[config.mk]
export PLATFORM = sky130hd
export DESIGN_NAME = scan_seq_ctrl_flat
export DESIGN_NICKNAME = d
export VERILOG_FILES = /design/src/rtl/scan_seq_if.sv /design/src/rtl/scan_seq_ctrl.sv /design/src/flat_wrapper.sv
export SDC_FILE = /design/constraint.sdc
export NUM_CORES = 1
export LEC_CHECK = 0
export CAP_MARGIN = 20
export CORE_ASPECT_RATIO = 1.75
export CORE_MARGIN = 2
export CORE_UTILIZATION = 25
export CTS_BUF_LIST = sky130_fd_sc_hd__clkbuf_8
export CTS_CLUSTER_SIZE = 8
export DETAILED_ROUTE_END_ITERATION = 12
export MAX_ROUTING_LAYER = met4
export PLACE_DENSITY = 0.43
export REMOVE_ABC_BUFFERS = 1
export SYNTH_ARGS = -nofsm -noshare
export SYNTH_HDL_FRONTEND = slang
export SYNTH_SLANG_ARGS = --single-unit
[constraint.sdc]
create_clock -name clk -period 7.86 [get_ports clk]
set_input_delay 1.572 -clock clk [delete_from_list [all_inputs] [get_ports clk]]
set_output_delay 1.572 -clock clk [all_outputs]
set_load 0.01 [all_outputs]
[src/rtl/scan_seq_if.sv]
// scan_seq_if: beat stream, chain and status signals between scan sequencer and its neighbours
interface scan_seq_if #(
  parameter int NCHAIN = 4,
  parameter int PAT_W = 12,
  parameter int BW = 10
);
  logic start;
  logic [PAT_W-1:0] pat_num;
  logic si_vld;
  logic si_rdy;
  logic [NCHAIN-1:0] si_dat;
  logic [NCHAIN-1:0] si_exp;
  logic [NCHAIN-1:0] si_msk;
  logic scan_en;
  logic shift_en;
  logic capt_en;
  logic [NCHAIN-1:0] scan_in;
  logic [NCHAIN-1:0] scan_out;
  logic busy;
  logic done;
  logic fail;
  logic [15:0] err_cnt;
  logic [PAT_W-1:0] ff_pat;
  logic [BW-1:0] ff_beat;
  logic [NCHAIN-1:0] ff_chn;
  modport master (
    output start, pat_num, si_vld, si_dat, si_exp, si_msk, scan_out,
    input si_rdy, scan_en, shift_en, capt_en, scan_in, busy, done, fail, err_cnt, ff_pat, ff_beat, ff_chn
  );
  modport slave (
    input start, pat_num, si_vld, si_dat, si_exp, si_msk, scan_out,
    output si_rdy, scan_en, shift_en, capt_en, scan_in, busy, done, fail, err_cnt, ff_pat, ff_beat, ff_chn
  );
endinterface

[src/rtl/scan_seq_ctrl.sv]
// scan_seq_ctrl: scan pattern sequencer with shift/capture/unload and response compare (SCAN_SEQ_DIAG_EN adds first-fail capture)
module scan_seq_ctrl #(
  parameter int NCHAIN = 4,
  parameter int CHAIN_LEN = 836,
  parameter int CAPT_CYC = 1,
  parameter int PAT_W = 12
) (
  input logic clk,
  input logic rst,
  scan_seq_if.slave sif
);
  localparam int BW = CHAIN_LEN > 1 ? $clog2(CHAIN_LEN) : 1;
  typedef enum logic [2:0] {IDLE, SHIFT, CAPT, UNLD, DONE} state_t;
  state_t state, nxt;
  logic [BW-1:0] beat;
  logic [1:0] cc;
  logic [PAT_W-1:0] pat_idx, pat_lat;
  logic shifting, acc, cmp, last_beat, last_capt, go;
  logic [NCHAIN-1:0] mm;
  logic [5:0] pc;
  logic [16:0] sum;
  logic fail_q;
  logic [15:0] err_q;
  assign go = state == IDLE && sif.start;
  assign shifting = state == SHIFT || state == UNLD;
  assign acc = shifting && sif.si_vld;
  assign cmp = acc && pat_idx != '0;
  assign last_beat = beat == BW'(CHAIN_LEN - 1);
  assign last_capt = cc == 2'(CAPT_CYC - 1);
  assign mm = (sif.scan_out ^ sif.si_exp) & sif.si_msk;
  assign sum = {1'b0, err_q} + 17'(pc);
  assign sif.si_rdy = shifting;
  assign sif.scan_en = shifting;
  assign sif.shift_en = acc;
  assign sif.scan_in = acc ? sif.si_dat : '0;
  assign sif.capt_en = state == CAPT;
  assign sif.busy = state != IDLE;
  assign sif.done = state == DONE;
  assign sif.fail = fail_q;
  assign sif.err_cnt = err_q;
  // number of mismatching chain bits on this beat
  always_comb begin
    pc = '0;
    for (int i = 0; i < NCHAIN; i++) pc = pc + 6'(mm[i]);
  end
  // state register
  always_ff @(posedge clk) state <= rst ? IDLE : nxt;
  // next state; the pattern that was just captured decides between another load and the final unload
  always_comb begin
    nxt = state;
    case (state)
      IDLE: nxt = !sif.start ? IDLE : sif.pat_num == '0 ? DONE : SHIFT;
      SHIFT: nxt = acc && last_beat ? CAPT : SHIFT;
      CAPT: nxt = !last_capt ? CAPT : pat_idx + 1'b1 == pat_lat ? UNLD : SHIFT;
      UNLD: nxt = acc && last_beat ? DONE : UNLD;
      default: nxt = IDLE;
    endcase
  end
  // beat/capture/pattern counters and miscompare accounting
  always_ff @(posedge clk) begin
    if (rst) begin
      beat <= '0;
      cc <= '0;
      pat_idx <= '0;
      pat_lat <= '0;
      fail_q <= 1'b0;
      err_q <= '0;
    end else if (go) begin
      beat <= '0;
      cc <= '0;
      pat_idx <= '0;
      pat_lat <= sif.pat_num;
      fail_q <= 1'b0;
      err_q <= '0;
    end else begin
      if (acc) beat <= last_beat ? '0 : beat + 1'b1;
      if (state == CAPT) cc <= last_capt ? '0 : cc + 1'b1;
      if (state == CAPT && last_capt) pat_idx <= pat_idx + 1'b1;
      if (cmp) fail_q <= fail_q | (|mm);
      if (cmp) err_q <= sum[16] ? 16'hFFFF : sum[15:0];
    end
  end
`ifdef SCAN_SEQ_DIAG_EN
  logic [PAT_W-1:0] ff_pat_q;
  logic [BW-1:0] ff_beat_q;
  logic [NCHAIN-1:0] ff_chn_q;
  // first miscompare snapshot, taken while fail is still clear
  always_ff @(posedge clk) begin
    if (rst || go) begin
      ff_pat_q <= '0;
      ff_beat_q <= '0;
      ff_chn_q <= '0;
    end else if (cmp && |mm && !fail_q) begin
      ff_pat_q <= pat_idx - 1'b1;
      ff_beat_q <= beat;
      ff_chn_q <= mm;
    end
  end
  assign sif.ff_pat = ff_pat_q;
  assign sif.ff_beat = ff_beat_q;
  assign sif.ff_chn = ff_chn_q;
`else
  assign sif.ff_pat = '0;
  assign sif.ff_beat = '0;
  assign sif.ff_chn = '0;
`endif
endmodule
[src/flat_wrapper.sv]
// flat-port wrapper written by rule: the top's interface ports become plain ports
module scan_seq_ctrl_flat 
#(
  parameter int NCHAIN = 4,
  parameter int CHAIN_LEN = 836,
  parameter int CAPT_CYC = 1,
  parameter int PAT_W = 12
)
  (clk, rst, sif_start, sif_pat_num, sif_si_vld, sif_si_dat, sif_si_exp, sif_si_msk, sif_scan_out, sif_si_rdy, sif_scan_en, sif_shift_en, sif_capt_en, sif_scan_in, sif_busy, sif_done, sif_fail, sif_err_cnt, sif_ff_pat, sif_ff_beat, sif_ff_chn);
  scan_seq_if #(.NCHAIN(NCHAIN), .PAT_W(PAT_W)) sif_i ();
  input logic clk;
  input logic rst;
  input wire logic [$bits(sif_i.start)-1:0] sif_start;
  input wire logic [$bits(sif_i.pat_num)-1:0] sif_pat_num;
  input wire logic [$bits(sif_i.si_vld)-1:0] sif_si_vld;
  input wire logic [$bits(sif_i.si_dat)-1:0] sif_si_dat;
  input wire logic [$bits(sif_i.si_exp)-1:0] sif_si_exp;
  input wire logic [$bits(sif_i.si_msk)-1:0] sif_si_msk;
  input wire logic [$bits(sif_i.scan_out)-1:0] sif_scan_out;
  output wire logic [$bits(sif_i.si_rdy)-1:0] sif_si_rdy;
  output wire logic [$bits(sif_i.scan_en)-1:0] sif_scan_en;
  output wire logic [$bits(sif_i.shift_en)-1:0] sif_shift_en;
  output wire logic [$bits(sif_i.capt_en)-1:0] sif_capt_en;
  output wire logic [$bits(sif_i.scan_in)-1:0] sif_scan_in;
  output wire logic [$bits(sif_i.busy)-1:0] sif_busy;
  output wire logic [$bits(sif_i.done)-1:0] sif_done;
  output wire logic [$bits(sif_i.fail)-1:0] sif_fail;
  output wire logic [$bits(sif_i.err_cnt)-1:0] sif_err_cnt;
  output wire logic [$bits(sif_i.ff_pat)-1:0] sif_ff_pat;
  output wire logic [$bits(sif_i.ff_beat)-1:0] sif_ff_beat;
  output wire logic [$bits(sif_i.ff_chn)-1:0] sif_ff_chn;
  assign sif_i.start = sif_start;
  assign sif_i.pat_num = sif_pat_num;
  assign sif_i.si_vld = sif_si_vld;
  assign sif_i.si_dat = sif_si_dat;
  assign sif_i.si_exp = sif_si_exp;
  assign sif_i.si_msk = sif_si_msk;
  assign sif_i.scan_out = sif_scan_out;
  assign sif_si_rdy = sif_i.si_rdy;
  assign sif_scan_en = sif_i.scan_en;
  assign sif_shift_en = sif_i.shift_en;
  assign sif_capt_en = sif_i.capt_en;
  assign sif_scan_in = sif_i.scan_in;
  assign sif_busy = sif_i.busy;
  assign sif_done = sif_i.done;
  assign sif_fail = sif_i.fail;
  assign sif_err_cnt = sif_i.err_cnt;
  assign sif_ff_pat = sif_i.ff_pat;
  assign sif_ff_beat = sif_i.ff_beat;
  assign sif_ff_chn = sif_i.ff_chn;
  scan_seq_ctrl #(.NCHAIN(NCHAIN), .CHAIN_LEN(CHAIN_LEN), .CAPT_CYC(CAPT_CYC), .PAT_W(PAT_W)) u_core (.clk(clk), .rst(rst), .sif(sif_i));
endmodule
# Word-level counts from Yosys, hierarchy flattened
# Index checks and enable logic that the tools add are counted.
[word_totals]
register_bits = 56
latch_bits = 0
mem_bits_rw = 0
rom_bits = 0
output_inout_bits = 53
wordCells = 47
mem_count = 0
[op_classes]
addsub = 7
n_mul = 0
div = 0
n_lt_le_gt_ge = 0
n_eq_ne = 6
shifts = 0
mux = 11
bitwise = 3
n_reduce_logical = 13
[ops]
columns = ["operator", "n"]
rows = [
  ["$add A16 B6 Y17", 1],
  ["$mux W16", 1],
  ["$add A12 B1 Y12 const B", 1],
  ["$add A6 B1 Y6", 2],
  ["$eq A12 B12 Y1", 1],
  ["$logic_not A12 Y1", 1],
  ["$mux W3", 4],
  ["$pmux W3 S4", 1],
  ["$reduce_bool A12 Y1", 1],
  ["$add A10 B1 Y10 const B", 1],
  ["$eq A10 B10 Y1 const B", 1],
  ["$mux W10", 1],
  ["$eq A3 B2 Y1 const B", 2],
  ["$mux W2", 3],
  ["$logic_and A1 B1 Y1", 5],
  ["$and A4 B4 Y4", 1],
  ["$mux W4", 1],
  ["$reduce_or A4 Y1", 1],
  ["$xor A4 B4 Y4", 1],
  ["$eq A3 B1 Y1 const B", 1],
  ["$eq A3 B3 Y1 const B", 1],
  ["$logic_not A3 Y1", 1],
  ["$reduce_bool A3 Y1", 1],
  ["$add A1 B1 Y2", 1],
  ["other kinds (5)", 5],
]

# Longest topological paths before layout
# Gate-level depths: netlist of the first run.
[depth]
word_depth = 7
depth_mapped = 16
ltp_nobuf = 15

# Least setup slack after synthesis of the first run
# OpenSTA, ideal clock, no wires.
[synth_timing]
path_kind = "input-to-reg"
from = "input sif_si_exp[0]"
to = "register u_core.err_q[14], in the netlist u_core.sif.err_cnt[14]"
setup_ps = 133
t_arrival_ps = 4145
t_required_ps = 7727
path_slack_ps = 3582
cell_stages = 14
path_cell_list = "xor2_1 -> and2_1 -> ha_1 -> inv_1 -> fa_1 -> inv_1 -> ha_1 -> inv_1 -> fa_1 -> inv_1 -> a21oi_1 -> nor4_2 -> nor4bb_1 -> nor3_1"
[synth_between]
elab_chain_cells = 7
[synth_lines]
columns = ["item", "line", "text"]
rows = [
  ["start, declared", "flat_wrapper.sv:17", "input wire logic [$bits(sif_i.si_exp)-1:0] sif_si_exp;"],
  ["$xor A4 B4 Y4", "scan_seq_ctrl.sv:30", "assign mm = (sif.scan_out ^ sif.si_exp) & sif.si_msk;"],
  ["$and A4 B4 Y4", "scan_seq_ctrl.sv:30", ""],
  ["$add A1 B1 Y2", "scan_seq_ctrl.sv:44", "for (int i = 0; i < NCHAIN; i++) pc = pc + 6'(mm[i]);"],
  ["$add A6 B1 Y6 (2 in series)", "scan_seq_ctrl.sv:44", ""],
  ["$add A16 B6 Y17", "scan_seq_ctrl.sv:31", "assign sum = {1'b0, err_q} + 17'(pc);"],
  ["$mux W16", "scan_seq_ctrl.sv:80", "if (cmp) err_q <= sum[16] ? 16'hFFFF : sum[15:0];"],
  ["end signal, assigned", "scan_seq_ctrl.sv:80", ""],
  ["end, declared", "scan_seq_ctrl.sv:23", "logic [15:0] err_q;"],
]
# No other way between the ends.
# A chain may end at the register's enable or synchronous reset.

# Worst setup path after layout of the first run
[layout_timing]
from = "input sif_si_vld"
to = "output sif_scan_in[2]"
[layout_between]
elab_chain_cells = 2
[layout_lines]
columns = ["item", "line", "text"]
rows = [
  ["start, declared", "flat_wrapper.sv:15", "input wire logic [$bits(sif_i.si_vld)-1:0] sif_si_vld;"],
  ["$logic_and A1 B1 Y1", "scan_seq_ctrl.sv:26", "assign acc = shifting && sif.si_vld;"],
  ["$mux W4", "scan_seq_ctrl.sv:35", "assign sif.scan_in = acc ? sif.si_dat : '0;"],
  ["end, declared", "flat_wrapper.sv:24", "output wire logic [$bits(sif_i.scan_in)-1:0] sif_scan_in;"],
]
# No other way between the ends.

==> impl_metrics.tcl, run 1 <==
set metrics [dict create \
    clkSlewWorstSetupHoldPaths_ps 100 \
    power_density_nw_per_um2 134 \
    synth_edf_count 0 \
    design.die.area_sq_um 14500 \
    globalRouteTotalUtil_pct 11.5 \
    outcome "completed" \
    synth.distinct_cells 53 \
    place_area_sq_um 3990 \
    drc 0 \
    grt_first_pass_wirelength_microns 13000 \
    rsz0062_at_grt "false" \
    routed.top_layer "met4" \
    period_needed_ps 4890 \
    synthFlopType "dfxtp_1" \
    arrival_ps 3320 \
    multi_input_area_sq_um 1980 \
    finalInstanceArea_sq_um 4090 \
    fin_nets 506 \
    yosysWarnings 0 \
    syn2layout_area_growth_pct 21.4 \
    fin_crit_sh_pct 62.2 \
    drt_iter0_markers 75 \
    die_x_microns 91.8 \
    finClkSkew_ps 9.71 \
    dp_hpwl_microns 6180 \
    crit_type "in -> out" \
    ioPinCount 85 \
    register_area_sq_um 1120 \
    fin_ws_ps 2970 \
    dp_slack_ps 2870 \
    antenna_left 0 \
    clock_latency_ps 320 \
    initial_utilization_pct 25.3 \
    postLayoutCoreUtil_pct 30.7 \
    numCtsBuffers 5 \
    p_leak_nw 1.45 \
    grt_max_degree 32 \
    die_h_microns 158 \
    hold_class "reg -> reg" \
    setup-tns-final_ps 0 \
    cts_tree "built" \
    crit_required_ps 6290 \
    hold_ws_ps 473 \
    antennaDiodeCount 0 \
    root_buffer "clkbuf_8" \
    gr-total-overflow 0 \
    drive_above_1_share_pct 4.55 \
    drv_cap 0 \
    worstMarginPinSlew_ps 884 \
    cp_max_fo 13 \
    ir_worst_vdd_uv 62.0 \
    wirelength_microns 7990 \
    wl_met3_microns 361 \
    dr.pass1.iters 4 \
    total_power_uw 550 \
    rr_worst_depth 6 \
    avgRoutedWirePerCell_microns 12.6 \
    vias_per_cell 4.42 \
    slew_viol_final 0 \
    ctsHtreeMaxLevel 2 \
    synth-seq-cells 56 \
    syn_inst 413 \
    post_cts_buffers 0 \
    dr_wl_met2_microns 4090 \
    clock-sinks 56 \
    dp.cells 628 \
    vias 2809 \
    startpoint_type "input port" \
    hold_violations 0 \
    grt_pass1_vias 2721 \
    antenna_found_initial 0 \
    worstHoldPathCells 2 \
    cts-resized-gates 0 \
    fmax_ghz 0.205 \
    clock_path_buffers 2 \
    fillCellCount 1460 \
    core_area_sq_um 13300 \
    wl_met1_microns 3250 \
    slew_headroom_pct 41.1 \
    synth.avg_cell_area_sq_um 8.16 \
    syn_area_sq_um 3370 \
    cts_hold_buf 0 \
    rows 56 \
    synthArstFlopShare_pct 0 \
    setup_violations 0 \
    final_cells 636 \
    port_buffers 58 \
    ys_seq_area_share_pct 33.2 \
    endpoint_kind "primary output" \
    place_congestion 0.873 \
]
-- cells in the mapped netlist, drive strengths merged (2+ instances only) --
cell type / number / share of area, %
nand2b: 2 / 0.37
inv: 17 / 1.9
nor3: 17 / 3.3
nor2b: 2 / 0.37
nand2: 48 / 5.3
ha: 11 / 4.1
a21oi: 34 / 5.0
and2: 7 / 1.3
or3: 4 / 0.74
nor4: 8 / 1.7
or3b: 2 / 0.52
xnor2: 29 / 7.5
o21ai: 4 / 0.59
fa: 2 / 1.2
mux2i: 3 / 0.89
xor2: 21 / 5.5
clkbuf: 7 / 0.78
a31oi: 2 / 0.37
dfxtp: 56 / 33
nand3: 11 / 1.6
and4: 3 / 0.78
nor4bb: 3 / 0.89
nor3b: 2 / 0.45
nand4: 10 / 1.9
a211oi: 3 / 0.67
buf: 38 / 8.2
and3: 4 / 0.74
nor2: 44 / 4.9
-- area by class of cell --
type | count | area share (%)
clock buffers | 5 | 1.68
repair buffers | 61 | 14.7
flip-flops and latches | 56 | 27.4
inverters | 17 | 1.56
well taps | 174 | 5.32
clock inverters | 3 | 0.948
multi-input cells | 320 | 48.4
-- path summary, 6_finish.rpt --
path                                                startpoint                      endpoint  slack (ps)
worst max-delay path                                sif_si_vld                sif_scan_in[2]        2970
worst max register to register  u_core.pat_idx[0]$_SDFFE_PP0P_    u_core.state[1]$_SDFF_PP0_        5150
worst min register to register    u_core.sif.fail$_SDFFE_PP0P_  u_core.sif.fail$_SDFFE_PP0P_         470
worst min-delay path              u_core.sif.fail$_SDFFE_PP0P_  u_core.sif.fail$_SDFFE_PP0P_         470
-- layout by cell type (no fill, tap or decap), types with 7 or more instances in the layout --
cell and n:
conb_1 26, nand2_1 48, nand3_1 11, nand4_1 10
xor2_1 21, a21oi_1 34, dfxtp_1 56, ha_1 11
nor3_1 12, clkdlybuf4s50_1 58, inv_1 18, xnor2_1 29
nor2_1 44, nor4_1 7
-- worst max-delay path, stage by stage --
cell and delay [ps]:
clkdlybuf4s50_1 460, and3b_1 530, and2_1 210, clkdlybuf4s50_1 530
-- cells by family after synthesis --
logic type / synth area share, %
mux: 0.891
flops: 33.2
buf+inv: 10.8
compound gates: 10.0
other cells: 0.111
xor+xnor: 13.0
simple gates: 26.6
fa+ha+maj: 5.27
-- registers in the layout, indices dropped and copies added (netlist names) --
name	count
u_core.beat	10
u_core.cc	2
u_core.pat_idx	12
u_core.pat_lat	12
u_core.sif.err_cnt	16
u_core.sif.fail	1
u_core.state	3
-- metal layers --
metal	vias to the layer above	GRT usage [%]
li1	1437	-
met1	1268	11.7
met2	89	21.1
met3	15	1.81
met4	0	5.97
met5	-	-
-- power by group --
group | switching (mW) | internal (mW) | total [mW] | leakage, nW
Sequential | 0.00357 | 0.288 | 0.292 | 0.453
Combinational | 0.0346 | 0.0317 | 0.0664 | 0.939
Clock | 0.0981 | 0.0936 | 0.192 | 0.0593
Total | 0.136 | 0.413 | 0.550 | 1.45
No activity file was read; power rests on OpenSTA's default activity.
==> inputs of run 2 (changes only) <==
--- a/config.mk
+++ b/config.mk
@@ -13,7 +13,7 @@
 export CTS_CLUSTER_SIZE = 8
 export DETAILED_ROUTE_END_ITERATION = 12
 export MAX_ROUTING_LAYER = met4
-export PLACE_DENSITY = 0.43
+export PLACE_DENSITY = 0.45
 export REMOVE_ABC_BUFFERS = 1
 export SYNTH_ARGS = -nofsm -noshare
 export SYNTH_HDL_FRONTEND = slang
==> constraint.sdc (replaced) <==
create_clock -name clk -period 4.4 [get_ports clk]
set_input_delay 0.88 -clock clk [delete_from_list [all_inputs] [get_ports clk]]
set_output_delay 0.88 -clock clk [all_outputs]
set_load 0.01 [all_outputs]
==> impl_metrics.tcl, run 2 (synthesized netlist as in run 1, its figures left out) <==
set metrics [dict create \
    port_buffers 58 \
    worstReg2RegEnd "u_core.state[1]$_SDFF_PP0_" \
    worstMarginPinSlew_ps 863 \
    endpoint_kind "flop" \
    dp_slack_ps 125 \
    startpoint_type "input port" \
    rows 56 \
    met1_usage_pct 11.1 \
    hold_start "u_core.pat_lat[5]$_SDFFE_PP0P_" \
    drive_above_1_share_pct 5.17 \
    layout_common_cells "clkdlybuf4s50_1, dfxtp_1, nand2_1, nor2_1, a21oi_1" \
    syn2layout_area_growth_pct 21.3 \
    slew_viol_final 0 \
    cts-resized-gates 0 \
    setup_violations 0 \
    hold_violations 0 \
    clock_latency_ps 320 \
    numCtsBuffers 5 \
    fmax_ghz 0.256 \
    fin_nets 508 \
    ctsHtreeMaxLevel 2 \
    post_cts_buffers 0 \
    rsz0062_at_grt "false" \
    antenna_left 0 \
    critical_path.top_delay_family "adder cells" \
    grt_max_degree 32 \
    worstHoldPathCells 2 \
    die_x_microns 91.8 \
    place_congestion 0.860 \
    largest_register_ffs 16 \
    dr.pass1.iters 4 \
    rrSetupSlack_ps 1660 \
    antenna_found_initial 0 \
    crit_type "in -> reg" \
    die_h_microns 158 \
    grt_pass1_vias 2868 \
    p_leak_nw 1.45 \
    arrival_ps 4130 \
    globalRouteMet2Util_pct 22.8 \
    rr_worst_depth 6 \
    initial_utilization_pct 25.3 \
    root_buffer "clkbuf_8" \
    drc 0 \
    period_needed_ps 3910 \
    antennaDiodeCount 0 \
    core_area_sq_um 13300 \
    fin_crit_sh_pct 88.9 \
    cts_hold_buf 0 \
    clock-sinks 56 \
    mostFrequentLayoutCell "clkdlybuf4s50_1" \
    cpPeakStageDelay_ps 420 \
    finClkSkew_ps 17.0 \
    drt_iter0_markers 78 \
    final_cells 638 \
    drv_cap 0 \
    globalRouteTotalUtil_pct 11.6 \
    reg2reg_from "u_core.pat_idx[0]$_SDFFE_PP0P_" \
    slew_headroom_pct 42.4 \
    total_power_uw 936 \
    vias_per_cell 4.51 \
    dp_hpwl_microns 6330 \
    setup-tns-final_ps 0 \
    wirelength_microns 8050 \
    crit_required_ps 4610 \
    clock_path_buffers 2 \
    outcome "completed" \
    use_met3_pct 1.76 \
    avgRoutedWirePerCell_microns 12.6 \
    power_density_nw_per_um2 229 \
    critPathBufInv 5 \
    dp.cells 630 \
    ir_worst_vdd_uv 96.4 \
    hold_class "reg -> reg" \
    cp_max_fo 5 \
    vias 2876 \
    cp_common_cell "inv_1" \
    design.die.area_sq_um 14500 \
    top_usage_layer "met2" \
    gr-total-overflow 0 \
    cts_tree "built" \
    postLayoutCoreUtil_pct 30.7 \
    fin_ws_ps 489 \
    clkSlewWorstSetupHoldPaths_ps 110 \
    ioPinCount 85 \
    crit_chain "clkdlybuf4s50_1, xor2_1, and2_1, ha_1, inv_1, fa_1, inv_1, ha_1, inv_1, fa_1, inv_1, a21oi_1, nor4_2, nor4bb_1, nor3_1" \
    crit_slowest_cell "fa_1" \
    hold_end "u_core.pat_lat[5]$_SDFFE_PP0P_" \
    grt_first_pass_wirelength_microns 13300 \
    crit_path_start "sif_si_exp[0]" \
]
[run 2: how the worst max path moves through the flow]
stage	endpoint	slack (ps)	cells after the start
floorplan	u_core.sif.err_cnt[14]$_SDFFE_PP0P_	790	14
global placement	u_core.sif.err_cnt[14]$_SDFFE_PP0P_	200	15
detailed placement	u_core.sif.err_cnt[14]$_SDFFE_PP0P_	120	15
CTS	u_core.sif.err_cnt[14]$_SDFFE_PP0P_	480	15
global route	u_core.sif.err_cnt[14]$_SDFFE_PP0P_	280	15
finish	u_core.sif.err_cnt[14]$_SDFFE_PP0P_	490	15
[run 2: area by class of cell]
cell class                      instances  area (sq um)
Clock buffer                            5          68.8
Clock inverter                          3          21.3
Fill cell                            1453          9220
Inverter                               17          63.8
Multi-Input combinational cell        320          1980
Sequential cell                        56          1120
Tap cell                              174           218
Timing Repair Buffer                   63           618
[run 2: report_power, final]
group | total, mW | internal (mW) | switching [mW]
combinational | 0.119 | 0.0571 | 0.0623
sequential | 0.521 | 0.515 | 0.00631
clock | 0.295 | 0.114 | 0.182
[run 2: routing by layer]
metal  vias up  share of wire, %  routed length (microns)
met4         0               2.7                      218
met1      1326                39                     3130
met2        92                54                     4340
met5         -                 0                        0
met3        11               4.5                      365
li1       1447                 -                        -
[run 2: stage by stage]
| stage | instance area [sq um] | hold slack, ps |
|---|---|---|
| after floorplan | 3160 | 442 |
| after global placement | 4000 | 451 |
| after detailed placement | 4000 | 459 |
| after CTS | 4090 | 478 |
| after global routing | 4090 | 509 |
| final | 4090 | 476 |
[run 2: worst reg2reg max path: stages (launching register included)]
cell and delay, ps:
dfxtp_1 480, ha_1 320, nand2_1 230, or3_1 410, a2111oi_0 510, o2111ai_1 200
a211oi_1 450
==> inputs of run 3 (changes only) <==
--- a/config.mk
+++ b/config.mk
@@ -5,11 +5,12 @@
 export SDC_FILE = /design/constraint.sdc
 export NUM_CORES = 1
 export LEC_CHECK = 0
-export CAP_MARGIN = 20
+export CAP_MARGIN = 5
 export CORE_ASPECT_RATIO = 1.75
 export CORE_MARGIN = 2
 export CORE_UTILIZATION = 25
 export CTS_BUF_LIST = sky130_fd_sc_hd__clkbuf_8
+export CTS_CLUSTER_DIAMETER = 200
 export CTS_CLUSTER_SIZE = 8
 export DETAILED_ROUTE_END_ITERATION = 12
 export MAX_ROUTING_LAYER = met4
==> results of run 3 <==
Final layout, timing and power as in run 2 (identical DEF).
